===== config.mk =====
export PLATFORM = sky130hd
export DESIGN_NAME = updown_mod_counter
export DESIGN_NICKNAME = d
export VERILOG_FILES = /design/src/rtl/counter_pkg.sv /design/src/rtl/counter_next.sv /design/src/rtl/updown_mod_counter.sv
export SDC_FILE = /design/constraint.sdc
export NUM_CORES = 1
export LEC_CHECK = 0
export BUFFER_PORTS_ARGS = -buffer_cell sky130_fd_sc_hd__buf_4
export CAP_MARGIN = 20
export CORE_AREA = 2 2 39 41
export CTS_BUF_LIST = sky130_fd_sc_hd__clkbuf_16
export CTS_CLUSTER_SIZE = 14
export DETAILED_ROUTE_END_ITERATION = 10
export DIE_AREA = 0 0 41 43
export PLACE_DENSITY = 0.68
export SLEW_MARGIN = 30
export SYNTH_ARGS = -nofsm -noshare
export SYNTH_HDL_FRONTEND = slang
export SYNTH_SLANG_ARGS = --single-unit

===== constraint.sdc =====
create_clock -name clk -period 2.74 [get_ports clk]
set_clock_uncertainty 0.2 [all_clocks]
set_input_delay 0.137 -clock clk [delete_from_list [all_inputs] [get_ports clk]]
set_output_delay 0.137 -clock clk [all_outputs]
set_load 0.005 [all_outputs]

===== src/rtl/counter_pkg.sv =====
// Shared constants and helpers for the counter family (counter, prescaler, timer).
package counter_pkg;

    localparam logic DIR_UP   = 1'b1;
    localparam logic DIR_DOWN = 1'b0;

    localparam int MODE_WRAP = 0;
    localparam int MODE_SAT  = 1;

    // True when a modulus fits the counter width.
    // The check runs in 64-bit arithmetic so 2**width never truncates.
    function automatic bit modulus_legal(input int width, input longint modulus);
        if (width < 1 || width > 62) begin
            return 1'b0;
        end
        return (modulus >= 64'sd2) && (modulus <= (64'sd1 <<< width));
    endfunction

endpackage


===== src/rtl/counter_next.sv =====
// Next-state and flag logic for the up/down modulo counter.
// Purely combinational; the top level owns all registers.
module counter_next
    import counter_pkg::*;
#(
    parameter int WIDTH    = 4,
    parameter int MODULUS  = 16,
    parameter int SATURATE = MODE_WRAP
) (
    input  logic [WIDTH-1:0] q,
    input  logic             up,
    input  logic             en,
    input  logic             clr,
    input  logic             load,
    input  logic [WIDTH-1:0] load_val,
    output logic [WIDTH-1:0] q_next,
    output logic             wrap,
    output logic             tc,
    output logic             load_bad
);

    // One spare bit keeps MODULUS == 2**WIDTH from aliasing the last count to 0.
    localparam logic [WIDTH:0] LAST     = (WIDTH+1)'(MODULUS - 1);
    localparam logic           SAT_MODE = (SATURATE == MODE_SAT);

    logic [WIDTH:0] q_ext;
    logic [WIDTH:0] inc_ext;
    logic [WIDTH:0] dec_ext;
    logic [WIDTH:0] val_ext;
    logic           at_last;
    logic           at_zero;
    logic           at_bound;
    logic           val_over;
    logic           count_req;

    // Extended arithmetic: overflow past LAST and borrow below 0 are read from the spare bit.
    always_comb begin
        q_ext     = {1'b0, q};
        inc_ext   = q_ext + (WIDTH+1)'(1);
        dec_ext   = q_ext - (WIDTH+1)'(1);
        val_ext   = {1'b0, load_val};
        at_last   = (inc_ext > LAST);
        at_zero   = dec_ext[WIDTH];
        val_over  = (val_ext > LAST);
        at_bound  = (up == DIR_UP) ? at_last : at_zero;
        count_req = en & ~clr & ~load;
    end

    // Flags: clear and load both mask counting, so neither tc nor wrap can fire with them.
    always_comb begin
        tc       = count_req & at_bound;
        wrap     = count_req & at_bound & ~SAT_MODE;
        load_bad = ~clr & load & val_over;
    end

    // Next count, priority clr > load > en; holding is the default.
    always_comb begin
        q_next = q;
        if (clr) begin
            q_next = '0;
        end else if (load) begin
            q_next = val_over ? LAST[WIDTH-1:0] : load_val;
        end else if (en) begin
            if (up == DIR_UP) begin
                if (!at_last) begin
                    q_next = inc_ext[WIDTH-1:0];
                end else if (!SAT_MODE) begin
                    q_next = '0;
                end
            end else begin
                if (!at_zero) begin
                    q_next = dec_ext[WIDTH-1:0];
                end else if (!SAT_MODE) begin
                    q_next = LAST[WIDTH-1:0];
                end
            end
        end
    end

endmodule


===== src/rtl/updown_mod_counter.sv =====
// Synchronous up/down modulo-N counter with clear, load, enable and tc/ovf flags.
// Cascade by driving the next stage's en from this stage's tc.
module updown_mod_counter
    import counter_pkg::*;
#(
    parameter int WIDTH    = 4,
    parameter int MODULUS  = 16,
    parameter int SATURATE = MODE_WRAP
) (
    input  logic             clk,
    input  logic             rst,
    input  logic             clr,
    input  logic             load,
    input  logic [WIDTH-1:0] load_val,
    input  logic             en,
    input  logic             up,
    output logic [WIDTH-1:0] q,
    output logic             tc,
    output logic             ovf,
    output logic             load_err
);

    // Refuse to elaborate with a modulus that cannot be represented.
    if (!modulus_legal(WIDTH, longint'(MODULUS))) begin : g_bad_modulus
        $error("updown_mod_counter: MODULUS %0d illegal for WIDTH %0d", MODULUS, WIDTH);
    end
    if (SATURATE != MODE_WRAP && SATURATE != MODE_SAT) begin : g_bad_mode
        $error("updown_mod_counter: SATURATE must be 0 or 1, got %0d", SATURATE);
    end

    logic [WIDTH-1:0] q_next;
    logic             wrap;
    logic             load_bad;

    counter_next #(
        .WIDTH    (WIDTH),
        .MODULUS  (MODULUS),
        .SATURATE (SATURATE)
    ) u_next (
        .q        (q),
        .up       (up),
        .en       (en),
        .clr      (clr),
        .load     (load),
        .load_val (load_val),
        .q_next   (q_next),
        .wrap     (wrap),
        .tc       (tc),
        .load_bad (load_bad)
    );

    // Count register and one-cycle flag pulses; reset cancels any pending pulse at once.
    always_ff @(posedge clk or posedge rst) begin
        if (rst) begin
            q        <= '0;
            ovf      <= 1'b0;
            load_err <= 1'b0;
        end else begin
            q        <= q_next;
            ovf      <= wrap;
            load_err <= load_bad;
        end
    end

endmodule

* Word-level counts from Yosys, hierarchy flattened
Index checks and enable logic that the tools add are counted.
Widths: inputs -> output; s select.
** Operators by class
- Add/subtract/negate cells :: 2
- $lt $le $gt $ge :: 1
- Muxes and demuxes :: 7
- Bitwise logic cells :: 5
- Reduce and logical (&&, ||, !) cells :: 1
** Operators by type and width (count)
- $mux 4 :: 6
- $add 4x1->5 const B :: 1
- $gt 5x4->1 const B :: 1
- $sub 4x1->5 const B :: 1
- $and 1x1->1 :: 3
- $reduce_bool 3->1 :: 1
- $not 1->1 :: 2
- $mux 1 :: 1
** Storage, ports and cells
- Bits in registers :: 5
- Bits of input ports :: 10
- Word-level logic and storage cells :: 18

* Logic depth before layout (Yosys ltp)
Gate-level depths: netlist (run 1).
- Depth in word-level cells :: 7
- Gate-level depth with buffers :: 6

* Hierarchy
A second synthesis (run 1) with hierarchy kept.
** Unflattened totals
- Cells, all modules :: 58
- Area, all modules :: 534.3 sq um
** Modules (own cells, without submodules)
- counter_next :: instances 1, cells each 51, area each 380.4 sq um, seq. area each 0.0 sq um
- updown_mod_counter :: instances 1, cells each 7, area each 153.9 sq um, seq. area each 150.1 sq um

* Worst setup path before layout (run 1)
OpenSTA, ideal clock, no wires.
- Kind :: reg2reg
- From :: register q[0]
- To :: register q[1]
- Setup time :: 0.120 ns
- Arrival time :: 1.598 ns
- Setup slack :: 0.823 ns
- Cell stages (with the launch flop) :: 7
- Clock period less this slack :: 1.917 ns
- Path through :: dfrtp_1 -> inv_1 -> ha_1 -> nor3b_1 -> o21ai_0 -> a21oi_1 -> and3b_1
** Between the ends
- Word-level cells in the longest chain between the ends :: 7
- Elaborated cells on any way between the ends :: 9
** Ends and longest elaborated chain
- start, declared :: line updown_mod_counter.sv:17 : output logic [WIDTH-1:0] q,
- start signal, assigned :: line updown_mod_counter.sv:59 : q <= q_next;
- $add 4x1->5 :: line counter_next.sv:39 : inc_ext = q_ext + (WIDTH+1)'(1);
- $gt 5x4->1 :: line counter_next.sv:42 : at_last = (inc_ext > LAST);
- $mux 4 :: line counter_next.sv:65 : if (!at_last) begin
- $mux 4 (*) :: line counter_next.sv:64 : if (up == DIR_UP) begin
- $mux 4 (*) :: line counter_next.sv:63 : end else if (en) begin
- $mux 4 (*) :: line counter_next.sv:61 : end else if (load) begin
- $mux 4 (*) :: line counter_next.sv:59 : if (clr) begin
Mark *: on every way between the ends. The rest lies on a longest branch, timed or not. The select of a mux whose other input is x is not followed.
A chain may end at the register's enable or synchronous reset.

* Worst setup path in the final report (run 1)
- From :: register q[0]
- To :: output port tc
** Between the ends
- Word-level cells in the longest chain between the ends :: 4
- Elaborated cells on any way between the ends :: 5
** Ends and longest elaborated chain
- $add 4x1->5 :: line counter_next.sv:39
- $gt 5x4->1 :: line counter_next.sv:42
- $mux 1 (*) :: line counter_next.sv:45 : at_bound = (up == DIR_UP) ? at_last : at_zero;
- $and 1x1->1 (*) :: line counter_next.sv:51 : tc = count_req & at_bound;
- end, declared :: line updown_mod_counter.sv:18 : output logic tc,
Mark *: on every way between the ends. The rest lies on a longest branch, timed or not.

==> impl_results.md, run 1 <==
- DRT iter0 DRCs: 2
- Max FO, Critical Path: 10
- Fin worst setup slack: 0.302 ns
- Antenna Violating Nets Remaining: 0
- Fraction of registers with async set/reset: 1.00
- Layout cells sized above 1: 0.291
- WP data arrival: 2.10 ns
- Syn avg cell area: 8.52 µm²
- Io pins: 17
- Setup WS pre-CTS: 0.583 ns
- Ant diodes: 0
- DRC errors left: 0
- Total global-route track usage: 0.174
- Post-CTS sizing: 0
- Die height: 43 µm
- Top FF cell, synth: dfrtp_1
- Initial Utilization: 0.382
- #FFs+latches synth: 5
- Std cell rows: 14
- Via density: 5.24
- Die area: 1760 µm²
- Final setup fails: 0
- Die Wd: 41 µm
- Worst Hold Class: in2reg
- Pleak: 0.354 nW
- Distinct cells, synth: 35
- CP max stage cell: dfrtp_1
- Tot Pwr: 0.413 mW
- First drt pass iteration count: 4
- CP peak stage delay: 0.51 ns
- Crit-path cells: inv_1 -> ha_1 -> nor3b_1 -> a21oi_2 -> a21boi_0 -> buf_4
- GPL Wtd Cong: 0.763
- Maximum vdd drop: 0.489 mV
- Clock Sinks: 5
- Max-cap violations: 0
- CTS tree: yes
- FMAX: 0.410 GHz
- Post-synth top area share: 0.237
- Drt wl/cell: 13.0 µm
- Reg2Reg Setup Slack: 0.59 ns
- Synthesis warning total: 0
- Clock power share: 0.584
- Pwr Density: 567 nW/µm²
- Worst Hold Path Cells: 3
- Dpl hpwl: 886 µm
- Comb pwr share: 0.191
- Startpoint types: flip-flop
- H-Tree Depth: 1
- Vias in the first global route: 441
- Clock Path Buffers: 2
- Clock Latency Late Sink: 0.23 ns
- Ranking of synthesized cells by area: dfrtp_1 24%, ha_1 7.1%, a21oi_1 5.7%
- RSZ-0062 raised after global routing: false
- Fin util: 0.526
- Final net count: 93
- Initial antenna violation count: 0
- CP required: 2.40 ns
- Number of buffers created by CTS: 3
- Area Overhead vs Synth: 37.9%
- Crit. End Element: output port
- Pint: 0.312 mW
- Synth area leader: dfrtp_1
- Netlist Area Pre-Place: 528 µm²
- Worst r2r path cells: 6
- Grt ovf: 0
- Via count: 498
- Total wire length: 1.24 mm
- Largest net degree at the start of global routing: 14
- PortBufs: 15
- Hold Vio Cnt, Final: 0
- Mapped Nets: 75
- Max-slew violations: 0
- Root Driver: clkbuf_16
- Net switching power: 0.101 mW
- Fillers: 137
- Core ar.: 1380 µm²
- Status: complete, no violations
- First-pass GRT wire length: 1.99 mm
- Post-synth EDFFs: 0
- Setup bufs post-CTS: 0
- Setup CP Type: reg2out
- Seq pwr share: 0.225
- TNS Setup: 0 ns
- Net Sw Frac: 0.245
- Final period util: 0.890
- Synthesized instance count: 62
- Seq/Total Area, Yosys: 0.237
- Period minus WS final: 2.44 ns
- Clock slew at reported path FFs: 0.03 ns
==> synth_stat cells, types with 3 or more instances <==
cell,n
and2b_2,3
dfrtp_1,5
nand3_1,3
nor3b_1,3
a21oi_1,6
inv_1,4
ha_1,3
==> timing repair <==
item | in CTS | in global routing
endpoints found under the hold margin | 7 | 0
hold buffers | 2 | 0
endpoints found under the setup margin | 0 | 0
==> power by group through the flow <==
stage	combinational, mW	sequential, mW	clock, mW
after global routing	0.0883	0.0942	0.249
after CTS	0.0791	0.0924	0.245
final	0.0788	0.0930	0.241
after detailed placement	0.0765	0.0932	0
after floorplan	0.0550	0.0882	0
after global placement	0.0760	0.0932	0
==> critical path: cells and delay by family (launching register included) <==
kind	cells	cell delay, ns
DFF	1	0.51
and+or+nand+nor	1	0.35
adders and majority gates	1	0.35
AOI/OAI and AO/OA	2	0.36
buffers and inverters	2	0.30
==> layout by cell type (no fill, tap or decap), types with 3 or more instances in the layout <==
cell and n:
and2b_2 3, nand3_1 3, clkbuf_16 3, a21oi_1 6, inv_1 5, dfrtp_1 5, buf_4 15, ha_1 3
nor3b_1 3
==> cells by family after synthesis <==
group	Yosys count	synth area share
and+or+nand+nor	25	0.318
AOI/OAI and AO/OA	15	0.194
buffers and inverters	8	0.0877
DFF	5	0.237
xor gates and xnor gates	4	0.0664
adders and majority gates	3	0.0711
other	1	0.00710
muxes	1	0.0190
==> metal layers <==
| layer | global-route usage | routed length (µm) |
|---|---|---|
| met1 | 0.225 | 610 |
| met2 | 0.238 | 547 |
| met3 | 0.0471 | 60 |
| met4 | 0.120 | 22 |
| met5 | 0 | 0 |
==> area by class of cell <==
| type | count | area (µm²) | area share |
|---|---|---|---|
| sequential | 5 | 125 | 0.172 |
| timing repair buffer | 17 | 133 | 0.182 |
| inverter | 4 | 15.0 | 0.0206 |
| clock buffer | 3 | 75.1 | 0.103 |
| multi-input combinational | 49 | 357 | 0.490 |
| clock inverter | 1 | 3.75 | 0.00515 |
| tap | 16 | 20.0 | 0.0275 |
==> stage by stage <==
step                hold slack [ns]  cells  instance area (µm²)
floorplan                    -0.284     62                  528
CTS                          0.0219     95                  728
finish                       0.0134     95                  728
global placement             -0.157     89                  629
detailed placement           -0.150     89                  629
global route                 0.0388     95                  728
==> final timing paths <==
kind | start | to
max in group asynchronous | rst | q[0]
setup / recovery | q[0] | tc
hold reg to reg | q[3] | q[3]
hold / removal | load_val[2] | q[2]
min in group asynchronous | rst | ovf
setup reg to reg | q[0] | q[1]
==> registers in the layout (all words and copies together), names as in the netlist <==
register / flops
ovf: 1
q: 4
Note: power is estimated with default switching activity, not from simulation.
==> inputs of run 2 (changes only) <==
==> constraint.sdc (replaced) <==
create_clock -name clk -period 2.74 [get_ports clk]
set_clock_uncertainty 0.2 [all_clocks]
set_input_delay 0.411 -clock clk [delete_from_list [all_inputs] [get_ports clk]]
set_output_delay 0.411 -clock clk [all_outputs]
set_load 0.005 [all_outputs]
==> impl_results.md, run 2 (same netlist as run 1, synthesis figures left out) <==
- Area of the multi-input gates: 362 µm²
- Setup bufs post-CTS: 0
- Max reg flops: 4
- Die Wd: 41 µm
- FMAX: 0.385 GHz
- Total wire length: 1.29 mm
- Max-cap violations: 0
- Clock slew at reported path FFs: 0.03 ns
- Ant diodes: 0
- Final setup fails: 0
- Antenna Violating Nets Remaining: 0
- GPL Wtd Cong: 0.754
- Crit. End Element: output port
- CTS tree: yes
- Regs by FF count: q x4, ovf x1
- Clock Latency Late Sink: 0.23 ns
- Root Driver: clkbuf_16
- Largest net degree at the start of global routing: 14
- Final net count: 93
- Fillers: 130
- Period minus WS final: 2.60 ns
- Pleak: 0.357 nW
- Fin util: 0.528
- First-pass GRT wire length: 2.17 mm
- Via density: 5.38
- DRT iter0 DRCs: 9
- Die area: 1760 µm²
- Core ar.: 1380 µm²
- Maximum vdd drop: 0.484 mV
- Initial antenna violation count: 0
- Startpoint types: flip-flop
- Placed insts: 90
- Via count: 511
- Reg2Reg Setup Slack: 0.67 ns
- First drt pass iteration count: 2
- Max-slew violations: 0
- Final period util: 0.948
- Hold Path Origin: clr
- Grt ovf: 0
- Clock Sinks: 5
- CP required: 2.13 ns
- PortBufs: 15
- Worst Setup SP: q[0]
- Status: complete, no violations
- Number of buffers created by CTS: 3
- Largest register by flop count: q
- DRC errors left: 0
- R2R Path Start: q[0]
- Commonest non-fill, non-tap cell in the layout: buf_4
- Initial Utilization: 0.382
- Drt wl/cell: 13.6 µm
- Std cell rows: 14
- Dpl hpwl: 930 µm
- Hold Vio Cnt, Final: 0
- WP data arrival: 1.99 ns
- Setup CP Type: reg2out
- Area Overhead vs Synth: 38.4%
- Register area: 125 µm²
- Total global-route track usage: 0.193
- H-Tree Depth: 1
- Final non-filler cell total: 95
- Die height: 43 µm
- Pwr Density: 572 nW/µm²
- Max FO, Critical Path: 10
- Worst Hold Class: in2reg
- Layout cells sized above 1: 0.316
- Io pins: 17
- Vias in the first global route: 505
- Clock Path Buffers: 2
- Most frequent cells in the layout: 16 x buf_4, 6 x a21oi_1, 5 x inv_1, 5 x dfrtp_1
run 2: cell count changes in the layout (fill, tap and decap cells not counted):
cell and delta:
buf_4 +1, dlygate4sd3_1 -1, nor3b_1 -1, nor3b_2 +1
run 2: layer usage:
metal | track usage | part of all wire | routed length (µm) | up-vias
met4 | 0.120 | 0.029 | 38 | 0
met2 | 0.266 | 0.49 | 632 | 16
met5 | 0 | 0 | 0 | -
met1 | 0.238 | 0.43 | 552 | 236
met3 | 0.0785 | 0.054 | 70 | 5
li1 | - | - | - | 254
run 2: path summary, 6_finish.rpt:
path,to,cells after the start
min reg2reg,q[0],2
max in group asynchronous,q[0],3
min,q[2],2
max reg2reg,q[1],6
max,tc,6
min in group asynchronous,q[3],3
run 2: critical path: stages (launching register included):
cell      delay [ns]
dfrtp_1         0.51
inv_1           0.13
ha_1            0.36
nor3b_2         0.27
a21oi_2         0.10
a21boi_0        0.23
buf_4           0.15
run 2: layout make-up:
cell class | instances | area share
inverter | 4 | 0.0205
timing repair buffer | 17 | 0.178
multi-input combinational | 49 | 0.495
clock buffer | 3 | 0.103
clock inverter | 1 | 0.00514
sequential | 5 | 0.171
tap | 16 | 0.0274
run 2: report_power, final:
group / switching [mW] / internal, mW
clock: 0.0525 / 0.189
sequential: 0.0107 / 0.0793
combinational: 0.0408 / 0.0453
run 2: timing repair:
action,CTS,global route
hold buffers,1,0
hold endpoints to repair,5,0
gates resized for setup,0,1
setup endpoints to repair,0,1
run 2: stage by stage:
stage	setup TNS, ns	total power, mW	hold WS [ns]	area [µm²]	worst slack [ns]
6_report	0	0.418	0.175	731	0.143
5_1_grt	-0.0315	0.438	0.189	731	-0.0315
4_1_cts	0	0.420	0.169	726	0.0920
3_5_place_dp	0	0.173	0.124	637	0.340
3_3_place_gp	0	0.171	0.120	637	0.418
2_1_floorplan	0	0.143	-0.0105	528	0.598
